[src/rtl/sm_mem_arbiter.sv]
// -----------------------------------------------------------------------------
// sm_mem_arbiter
//
// Two-master arbiter in front of a single-ported synchronous memory. Each
// granted request takes exactly three cycles: IDLE (request sampled),
// ACCESS (memory strobed), RESP (ack plus read data back to the winner).
// Ties are broken round-robin, so a master that keeps requesting waits for
// at most one access by the other master.
//
// Parameters
//   ADDR_W      word-address width
//   DATA_W      data width
//
// Ports
//   clk         clock, all state changes on the rising edge
//   rst_n       asynchronous active-low reset
//   m0_req      master 0 request, held until m0_ack
//   m0_addr     master 0 word address
//   m0_we       master 0 write (1) / read (0)
//   m0_wdata    master 0 write data
//   m0_ack      master 0 one-cycle completion pulse
//   m0_rdata    master 0 read data, non-zero only with m0_ack on a read
//   m1_*        same set for master 1
//   s_en        memory access strobe (ACCESS cycle only)
//   s_we        memory write enable, qualified by s_en
//   s_addr      registered memory address
//   s_wdata     registered memory write data
//   s_rdata     memory read data, valid the cycle after s_en
//   busy        high whenever the arbiter is not idle
// -----------------------------------------------------------------------------
module sm_mem_arbiter #(
    parameter int ADDR_W = 32,
    parameter int DATA_W = 32
) (
    input  logic              clk,
    input  logic              rst_n,

    input  logic              m0_req,
    input  logic [ADDR_W-1:0] m0_addr,
    input  logic              m0_we,
    input  logic [DATA_W-1:0] m0_wdata,
    output logic              m0_ack,
    output logic [DATA_W-1:0] m0_rdata,

    input  logic              m1_req,
    input  logic [ADDR_W-1:0] m1_addr,
    input  logic              m1_we,
    input  logic [DATA_W-1:0] m1_wdata,
    output logic              m1_ack,
    output logic [DATA_W-1:0] m1_rdata,

    output logic              s_en,
    output logic              s_we,
    output logic [ADDR_W-1:0] s_addr,
    output logic [DATA_W-1:0] s_wdata,
    input  logic [DATA_W-1:0] s_rdata,

    output logic              busy
);

    typedef enum logic [1:0] {
        ST_IDLE   = 2'd0,
        ST_ACCESS = 2'd1,
        ST_RESP   = 2'd2
    } state_t;

    state_t              state_reg, state_next;
    logic                win_reg, win_next;     // latched winner: 0 = M0, 1 = M1
    logic                last_reg, last_next;   // master granted most recently
    logic                we_reg, we_next;
    logic [ADDR_W-1:0]   addr_reg, addr_next;
    logic [DATA_W-1:0]   wdata_reg, wdata_next;

    // Master-indexed views of the request ports so the grant path can simply
    // index by the winning id.
    logic [1:0]          req_vec;
    logic [1:0]          we_vec;
    logic [ADDR_W-1:0]   addr_vec  [2];
    logic [DATA_W-1:0]   wdata_vec [2];
    logic [1:0]          ack_vec;
    logic [DATA_W-1:0]   rdata_vec [2];

    logic                grant_id;

    assign req_vec      = {m1_req, m0_req};
    assign we_vec       = {m1_we, m0_we};
    assign addr_vec[0]  = m0_addr;
    assign addr_vec[1]  = m1_addr;
    assign wdata_vec[0] = m0_wdata;
    assign wdata_vec[1] = m1_wdata;

    // Sole requester wins outright; on a tie the master not granted last
    // wins. With no request the value is unused.
    assign grant_id = (req_vec == 2'b11) ? ~last_reg : req_vec[1];

    // ---------------------------------------------------------------------
    // State register
    // ---------------------------------------------------------------------
    always_ff @(posedge clk or negedge rst_n) begin
        if (!rst_n) begin
            state_reg <= ST_IDLE;
            win_reg   <= 1'b0;
            last_reg  <= 1'b1;      // M1 counted as last, so M0 wins the first tie
            we_reg    <= 1'b0;
            addr_reg  <= '0;
            wdata_reg <= '0;
        end else begin
            state_reg <= state_next;
            win_reg   <= win_next;
            last_reg  <= last_next;
            we_reg    <= we_next;
            addr_reg  <= addr_next;
            wdata_reg <= wdata_next;
        end
    end

    // ---------------------------------------------------------------------
    // Next-state logic
    // ---------------------------------------------------------------------
    always_comb begin
        state_next = state_reg;
        win_next   = win_reg;
        last_next  = last_reg;
        we_next    = we_reg;
        addr_next  = addr_reg;
        wdata_next = wdata_reg;

        case (state_reg)
            ST_IDLE: begin
                // Requests are only looked at here; anything raised and
                // dropped between edges, or raised during ACCESS/RESP, is
                // simply evaluated at the next IDLE edge.
                if (|req_vec) begin
                    state_next = ST_ACCESS;
                    win_next   = grant_id;
                    last_next  = grant_id;
                    we_next    = we_vec[grant_id];
                    addr_next  = addr_vec[grant_id];
                    wdata_next = wdata_vec[grant_id];
                end
            end
            // Once issued, an access always runs to completion even if the
            // winner drops its request.
            ST_ACCESS: state_next = ST_RESP;
            ST_RESP:   state_next = ST_IDLE;
            default:   state_next = ST_IDLE;
        endcase
    end

    // ---------------------------------------------------------------------
    // Outputs
    // ---------------------------------------------------------------------
    always_comb begin
        s_en = (state_reg == ST_ACCESS);
        s_we = (state_reg == ST_ACCESS) && we_reg;
        busy = (state_reg != ST_IDLE);
    end

    assign s_addr  = addr_reg;
    assign s_wdata = wdata_reg;

    // Per-master response: ack only for the latched winner during RESP, read
    // data passed through only alongside that ack and only for reads.
    generate
        for (genvar gi = 0; gi < 2; gi++) begin : g_resp
            assign ack_vec[gi]   = (state_reg == ST_RESP) && (win_reg == (gi == 1));
            assign rdata_vec[gi] = (ack_vec[gi] && !we_reg) ? s_rdata : '0;
        end
    endgenerate

    assign m0_ack   = ack_vec[0];
    assign m1_ack   = ack_vec[1];
    assign m0_rdata = rdata_vec[0];
    assign m1_rdata = rdata_vec[1];

endmodule

[config.mk]
export PLATFORM = sky130hd
export DESIGN_NAME = sm_mem_arbiter
export DESIGN_NICKNAME = d
export VERILOG_FILES = /design/src/rtl/sm_mem_arbiter.sv
export SDC_FILE = /design/constraint.sdc
export NUM_CORES = 1
export LEC_CHECK = 0
export ABC_CLOCK_PERIOD_IN_PS = 4400
export CAP_MARGIN = 20
export CORE_AREA = 2 2 116 118
export DETAILED_ROUTE_END_ITERATION = 16
export DIE_AREA = 0 0 118 120
export DONT_BUFFER_PORTS = 1
export HOLD_SLACK_MARGIN = 0.15
export PLACE_DENSITY = 0.55
export SLEW_MARGIN = 20
export SYNTH_ARGS = -nofsm -noshare
export SYNTH_HDL_FRONTEND = slang
export SYNTH_SLANG_ARGS = --single-unit
export TNS_END_PERCENT = 20
[constraint.sdc]
create_clock -name clk -period 4.4 [get_ports clk]
set_input_delay 1.32 -clock clk [delete_from_list [all_inputs] [get_ports clk]]
set_output_delay 1.32 -clock clk [all_outputs]
set_load 0.05 [all_outputs]
-- Word-level counts from Yosys, hierarchy flattened
Cells that the tools add are included.
- magnitude comparators: 2
- equal/unequal tests: 4
- multiplexer cells: 13
- bitwise logic cells: 3
- reduce and logical (&&, ||, !) cells: 10
- operator list (operator ; count):
    32-bit 2-to-1 mux ; 8
    1-bit logical AND ; 5
    2-bit equality test, second input constant ; 2
    2-bit one-hot mux with 2 select lines ; 1
    1-bit 2-to-1 mux ; 3
    2-bit by 1-bit equality test with 1-bit output, second input constant ; 1
    2-bit >= comparator, second input constant ; 1
    2-bit logical NOT ; 1
    1-bit by 2-bit < comparator with 1-bit output, second input constant ; 1
    2-bit 2-to-1 mux ; 1
    2-bit != test, second input constant ; 1
    1-bit inverter ; 2
    1-bit inverter with 2-bit output ; 1
    2-bit AND reduction ; 1
    2-bit nonzero test ; 1
    2-bit OR reduction ; 1
    1-bit logical NOT ; 1
- bits in registers: 69
- input port bits: 166
- output and inout bits: 133
- word-level logic and storage cells: 38

-- Longest topological paths before layout
Gate-level depths: netlist of the first run.
- word-level depth: 6
- depth in mapped cells: 5

-- Worst setup path after synthesis of the first run
Ideal clock, no wire load.
- kind: register to output
- from: reg state_reg[0]
- to: out m0_rdata[10]
- arrival time: 2.596 ns
- data required time: 3.080 ns
- path slack: 0.484 ns
- cell stages (with the launch flop): 5
- cell sequence: dfrtp_1 -> nor3b_1 -> nor2b_1 -> clkbuf_1 -> and2_1
- longest elaborated chain between the ends: 4
- RTL lines (item ; RTL line ; text):
    start, declared ; 67 ; state_t state_reg, state_next;
    start signal, assigned ; 108 ; state_reg <= state_next;
    2-bit equality test ; 166 ; assign ack_vec[gi] = (state_reg == ST_RESP) && (win_reg == (gi == 1));
    1-bit logical AND ; 166 ;
    via m0_ack ; 42 ; output logic m0_ack,
    1-bit logical AND ; 167 ; assign rdata_vec[gi] = (ack_vec[gi] && !we_reg) ? s_rdata : '0;
    32-bit 2-to-1 mux ; 167 ;
    end, declared ; 43 ; output logic [DATA_W-1:0] m0_rdata,
The timed path passes the listed nets, and every way through them passes these cells.

-- Final worst setup path of the first run
- from: reg state_reg[0]
- to: out m1_rdata[13]
- longest elaborated chain between the ends: 4
- RTL lines (item ; RTL line ; text):
    2-bit equality test ; 166 ;
    1-bit logical AND ; 166 ;
    1-bit logical AND ; 167 ;
    32-bit 2-to-1 mux ; 167 ;
    end, declared ; 50 ; output logic [DATA_W-1:0] m1_rdata,
No other way between the ends.

==> flow_summary.ini, run 1 <==
[setup_path]
crit_buf_inv = 1
critPathKind = reg2out
crit_cells = 4
rr_worst_depth = 4
endpoint_kind = output pin
critPathMaxFanout = 32
path_cells = and3b_1 -> nor2b_1 -> buf_4 -> and2_1
start_kind = flip-flop
cpMaxStageDelayCell = and2_1
worstPathArrival_ns = 1.86
cp_top_family = simple AND/OR/NAND/NOR gates
cp.required_ns = 3.08
cpPeakStageDelay_ns = 0.49

[logic_synthesis]
synthArstFlopShare_pct = 100
ys_seq_elements = 69
synth-xor-area-share_pct = 0
yosysSeqAreaShare_pct = 42.4
synthesis.nets = 464
synthTopCellsByArea = dfrtp_1 (42%), mux2_4 (25%), mux2_2 (17%), and2_1 (10%), buf_6 (1.4%)
synthAdderAreaFrac_pct = 0
synth_compound_area_share_pct = 0.859
synth_ff_type = dfrtp_1
synth_warnings = 0
synth_top_family_by_area = multiplexers
yosys.area.top_type = dfrtp_1
synth_edf_count = 0
synth_area_sq_um = 4080
avgSynthCellArea_sq_um = 13.7
synth_largest_type_area_fraction_pct = 41.7
synth_cell_type_count = 19
synth.area.mux_share_pct = 42.2
postSynthCellCount = 298
synth-simple-area-share_pct = 11.1

[cells_and_area]
final_cell_mix = mux2_4 (69), dfrtp_1 (68), and2_1 (65)
nets = 494
layout-drive-gt1-share_pct = 56.6
final_cell_area_sq_um = 4860
layout_commonest_cell = mux2_4
synthToLayoutAreaGrowth_pct = 19.1
finish.utilization_pct = 37.4

[sta]
maxSlewViolCount = 0
setup_viol = 0
tns_ns = 0
finalClockSkew_ns = 0.00930
fin_crit_sh_pct = 72.2
fmax_mhz = 315
rsz0062_at_grt = no
slew_headroom_pct = 61.7
finalHoldViolCount = 0
tightest_slew_ns = 0.574
final.min_clock_period_ns = 3.18

[hold_path]
worstHoldPathCells = 1
hp-class = reg2reg

[clock_network]
cts_tree = done
cts_hold_buf = 0
cts_buffers = 9
cts_resized = 0
post_cts_buffers = 0
ctsHtreeMaxLevel = 3
cts.sinks = 69
root_buffer = clkbuf_16
clockBufferDepth = 2
clkTransAtPathRegs_ns = 0.05
insertion_delay_ns = 0.33

[floorplan]
pin_count = 299
placementRows = 42
die-height_microns = 120
fp.coreArea_sq_um = 13000
dieArea_sq_um = 14200
die_x_microns = 118
start_util_pct = 31.4

[power_and_ir_drop]
powerDensity_nw_per_um2 = 938
p_leak_uw = 0.00224
ir_drop_v = 0.000393

[global_route]
grt_pass1_wl_microns = 15600
antenna_found_initial = 3
grt.total_usage_pct = 14.5
grt_max_degree = 70
grt_pass1_vias = 2627
gr-total-overflow = 0

[drt]
first_pass_iters = 2
wire_per_inst_microns = 20.6
drt_wl_total_microns = 10600
final_antenna_net_count = 0
via_per_inst = 4.76
drc = 0
dr_total_vias = 2437
drtIter0Drc = 61

[place]
portBuffers = 0
dpl.hpwl_microns = 8210
gp_congestion = 0.889
placed_area_sq_um = 4480

[flow_run]
maxCapViolCount = 0

[run_status]
outcome = finished clean
kinds of logic after synthesis:
kind of cell	count (synthesis)
muxes	130
and+or+nand+nor	72
DFF	69
buffers and inverters	22
AOI/OAI and AO/OA	5
path summary, 6_finish.rpt:
check | from | endpoint | slack [ns]
min in group asynchronous | rst_n | s_addr[11] | 0.69
worst min-delay path | state_reg[1] | state_reg[1] | 0.49
worst max-delay path | state_reg[0] | m1_rdata[13] | 1.22
worst max register to register | last_reg | s_addr[9] | 2.25
max in group asynchronous | rst_n | last_reg | 3.53
worst min register to register | state_reg[1] | state_reg[1] | 0.49
cell type report:
cell class | instances | area [sq um]
antenna | 4 | 10.0
sequential | 69 | 1730
clock inverter | 6 | 113
fill | 1283 | 8120
clock buffer | 9 | 225
multi-input combinational | 207 | 2230
inverter | 2 | 7.51
tap | 176 | 220
timing repair buffer | 39 | 325
metal layers:
metal | global-route usage, % | part of all wire [%] | up-vias
met3 | 6.46 | 11 | 12
met1 | 14.5 | 34 | 1153
li1 | - | - | 1084
met2 | 26.5 | 52 | 186
met5 | 0 | 0.12 | -
met4 | 5.42 | 2.1 | 2
report_power, final:
| part | internal (uW) | switching, uW |
|---|---|---|
| Clock | 551 | 272 |
| Sequential | 950 | 1350 |
| Combinational | 750 | 680 |
| Total | 2250 | 2300 |
cells in the mapped netlist, types with 2 or more instances:
library cell	count
buf_4	4
nor2b_1	4
mux2_4	69
buf_2	5
inv_1	2
buf_6	5
clkbuf_1	6
mux2_2	61
dfrtp_1	68
and2_1	65
worst reg2reg max path, cell delays in order, from the launching register on:
cell,delay (ns)
dfstp_2,0.55
a21bo_4,0.50
buf_12,0.33
mux2_2,0.40
mux2_2,0.26
metrics by stage:
stage                     std cells  worst slack [ns]  hold WS (ns)  total power, uW
after floorplan                 298             0.484         0.452             3470
after global placement          492              1.34         0.475             3720
after detailed placement        492              1.32         0.487             3760
after CTS                       507              1.18         0.497             4600
after global routing            510              1.06         0.539             4750
final                           512              1.22         0.490             4550
(Power assumes the default switching activity.)
==> inputs of run 2 (changes only) <==
- ABC_CLOCK_PERIOD_IN_PS: 4400 -> 2860
- PLACE_DENSITY: 0.55 -> 0.57
- clock period: 4.4 -> 2.86 ns (I/O delays scaled with it)
==> run 2 against run 1 <==
  * Non-clock buffer count is 34 higher
  * Via count is 5.1% higher
  * Clock-buffer cell count grew 1
  * First-iteration DRC count grew 38%
  * Worst setup slack worse by 0.99 ns
  * Design area up 22%
  * Clock skew decreased by 0.0059 ns
  * Wire length increased by 2.1%
==> flow_summary.ini, run 2 (same netlist as run 1, synthesis figures left out) <==
[run_status]
outcome = finished clean

[setup_path]
critPathMaxFanout = 32
start_kind = flip-flop
critPathKind = reg2out
endpoint_kind = output pin
reg2reg_to = we_reg
cp.required_ns = 2.00
r2r-start = last_reg
worstPathArrival_ns = 1.77
reg2reg_slack_ns = 0.98
rr_worst_depth = 4

[cells_and_area]
final_cell_mix = mux2_4 (69), dfrtp_1 (68), buf_12 (66)
synthToLayoutAreaGrowth_pct = 44.8
layout_commonest_cell = mux2_4
antennaDiodeCount = 0
fillers = 1167
layout-drive-gt1-share_pct = 60.5
finish.utilization_pct = 45.5
nets = 528

[drt]
dr_total_vias = 2561
drtIter0Drc = 84
via_per_inst = 4.72
final_antenna_net_count = 0
drc = 0
wire_per_inst_microns = 19.9
drt_wl_total_microns = 10800
first_pass_iters = 4

[floorplan]
dieArea_sq_um = 14200
fp.coreArea_sq_um = 13000
die-height_microns = 120
placementRows = 42
pin_count = 299
start_util_pct = 31.4
die_x_microns = 118

[global_route]
antenna_found_initial = 0
grt_max_degree = 70
grt_pass1_wl_microns = 16000
grt_pass1_vias = 2753
gr-total-overflow = 0
grt.total_usage_pct = 14.8

[sta]
slew_headroom_pct = 64.8
fin_crit_sh_pct = 92.0
final.min_clock_period_ns = 2.63
maxSlewViolCount = 0
finalClockSkew_ns = 0.00335
finalHoldViolCount = 0
tightest_slew_ns = 0.528
setup_viol = 0
fmax_mhz = 380
tns_ns = 0
rsz0062_at_grt = no

[place]
gp_congestion = 0.805
portBuffers = 0
dpl.hpwl_microns = 8710

[clock_network]
cts_hold_buf = 0
cts_resized = 0
ctsHtreeMaxLevel = 3
post_cts_buffers = 0
clockBufferDepth = 2
root_buffer = clkbuf_16
cts_tree = done
insertion_delay_ns = 0.33
cts.sinks = 69
clkTransAtPathRegs_ns = 0.06
cts_buffers = 9

[power_and_ir_drop]
ir_drop_v = 0.000623
p_total_uw = 7360
powerDensity_nw_per_um2 = 1250
p_leak_uw = 0.00260

[hold_path]
hp-class = in2async

[flow_run]
maxCapViolCount = 0
[run 2: metrics by stage]
| step | setup slack, ns | area [sq um] | instances | hold WS (ns) |
|---|---|---|---|---|
| 2_1_floorplan | 0.0975 | 4090 | 298 | 0.460 |
| 3_3_place_gp | 0.595 | 5560 | 527 | 0.475 |
| 3_5_place_dp | 0.560 | 5560 | 527 | 0.505 |
| 4_1_cts | 0.206 | 5900 | 543 | 0.209 |
| 5_1_grt | 0.112 | 5900 | 543 | 0.201 |
| 6_report | 0.230 | 5900 | 543 | 0.222 |
[run 2: worst max path at each step]
stage                       from            to  slack [ns]  depth (start not counted)
detailed placement  state_reg[0]  m0_rdata[11]        0.56                          5
finish              state_reg[0]  m0_rdata[11]        0.23                          5
CTS                 state_reg[0]  m0_rdata[11]        0.21                          5
global placement    state_reg[0]  m0_rdata[11]        0.60                          5
global route        state_reg[0]  m1_rdata[16]        0.11                          5
floorplan           state_reg[0]   m1_rdata[0]         0.1                          4
[run 2: final cells by class]
| class | instances | area (sq um) | area share (%) |
|---|---|---|---|
| clock inverter | 6 | 111 | 1.89 |
| inverter | 2 | 7.51 | 0.127 |
| clock buffer | 10 | 229 | 3.88 |
| tap | 176 | 220 | 3.73 |
| multi-input combinational | 207 | 2230 | 37.8 |
| timing repair buffer | 73 | 1370 | 23.3 |
| sequential | 69 | 1730 | 29.3 |
[run 2: routing by layer]
| layer | GRT usage, % | share of wire [%] | up-vias |
|---|---|---|---|
| met3 | 6.89 | 11 | 12 |
| met2 | 28.1 | 54 | 183 |
| met5 | 0 | 0 | - |
| met1 | 14.2 | 33 | 1218 |
| met4 | 4.14 | 1.3 | 0 |
| li1 | - | - | 1148 |
[run 2: critical path, cell delays in order, from the launching register on]
cell,delay [ns]
dfrtp_1,0.43
nor3b_4,0.21
nor2b_1,0.15
buf_4,0.27
and2_1,0.23
buf_12,0.15
[run 2: power breakdown]
| part | switching (uW) | internal, uW | leakage (uW) |
|---|---|---|---|
| sequential | 2090 | 1460 | 0.000806 |
| clock | 414 | 851 | 0.000163 |
| combinational | 1120 | 1430 | 0.00163 |
| total | 3620 | 3740 | 0.00260 |
==> inputs of run 3 (changes only) <==
- CAP_MARGIN: 20 -> 10
==> results of run 3 <==
Final layout, timing and power as in run 2 (identical DEF).
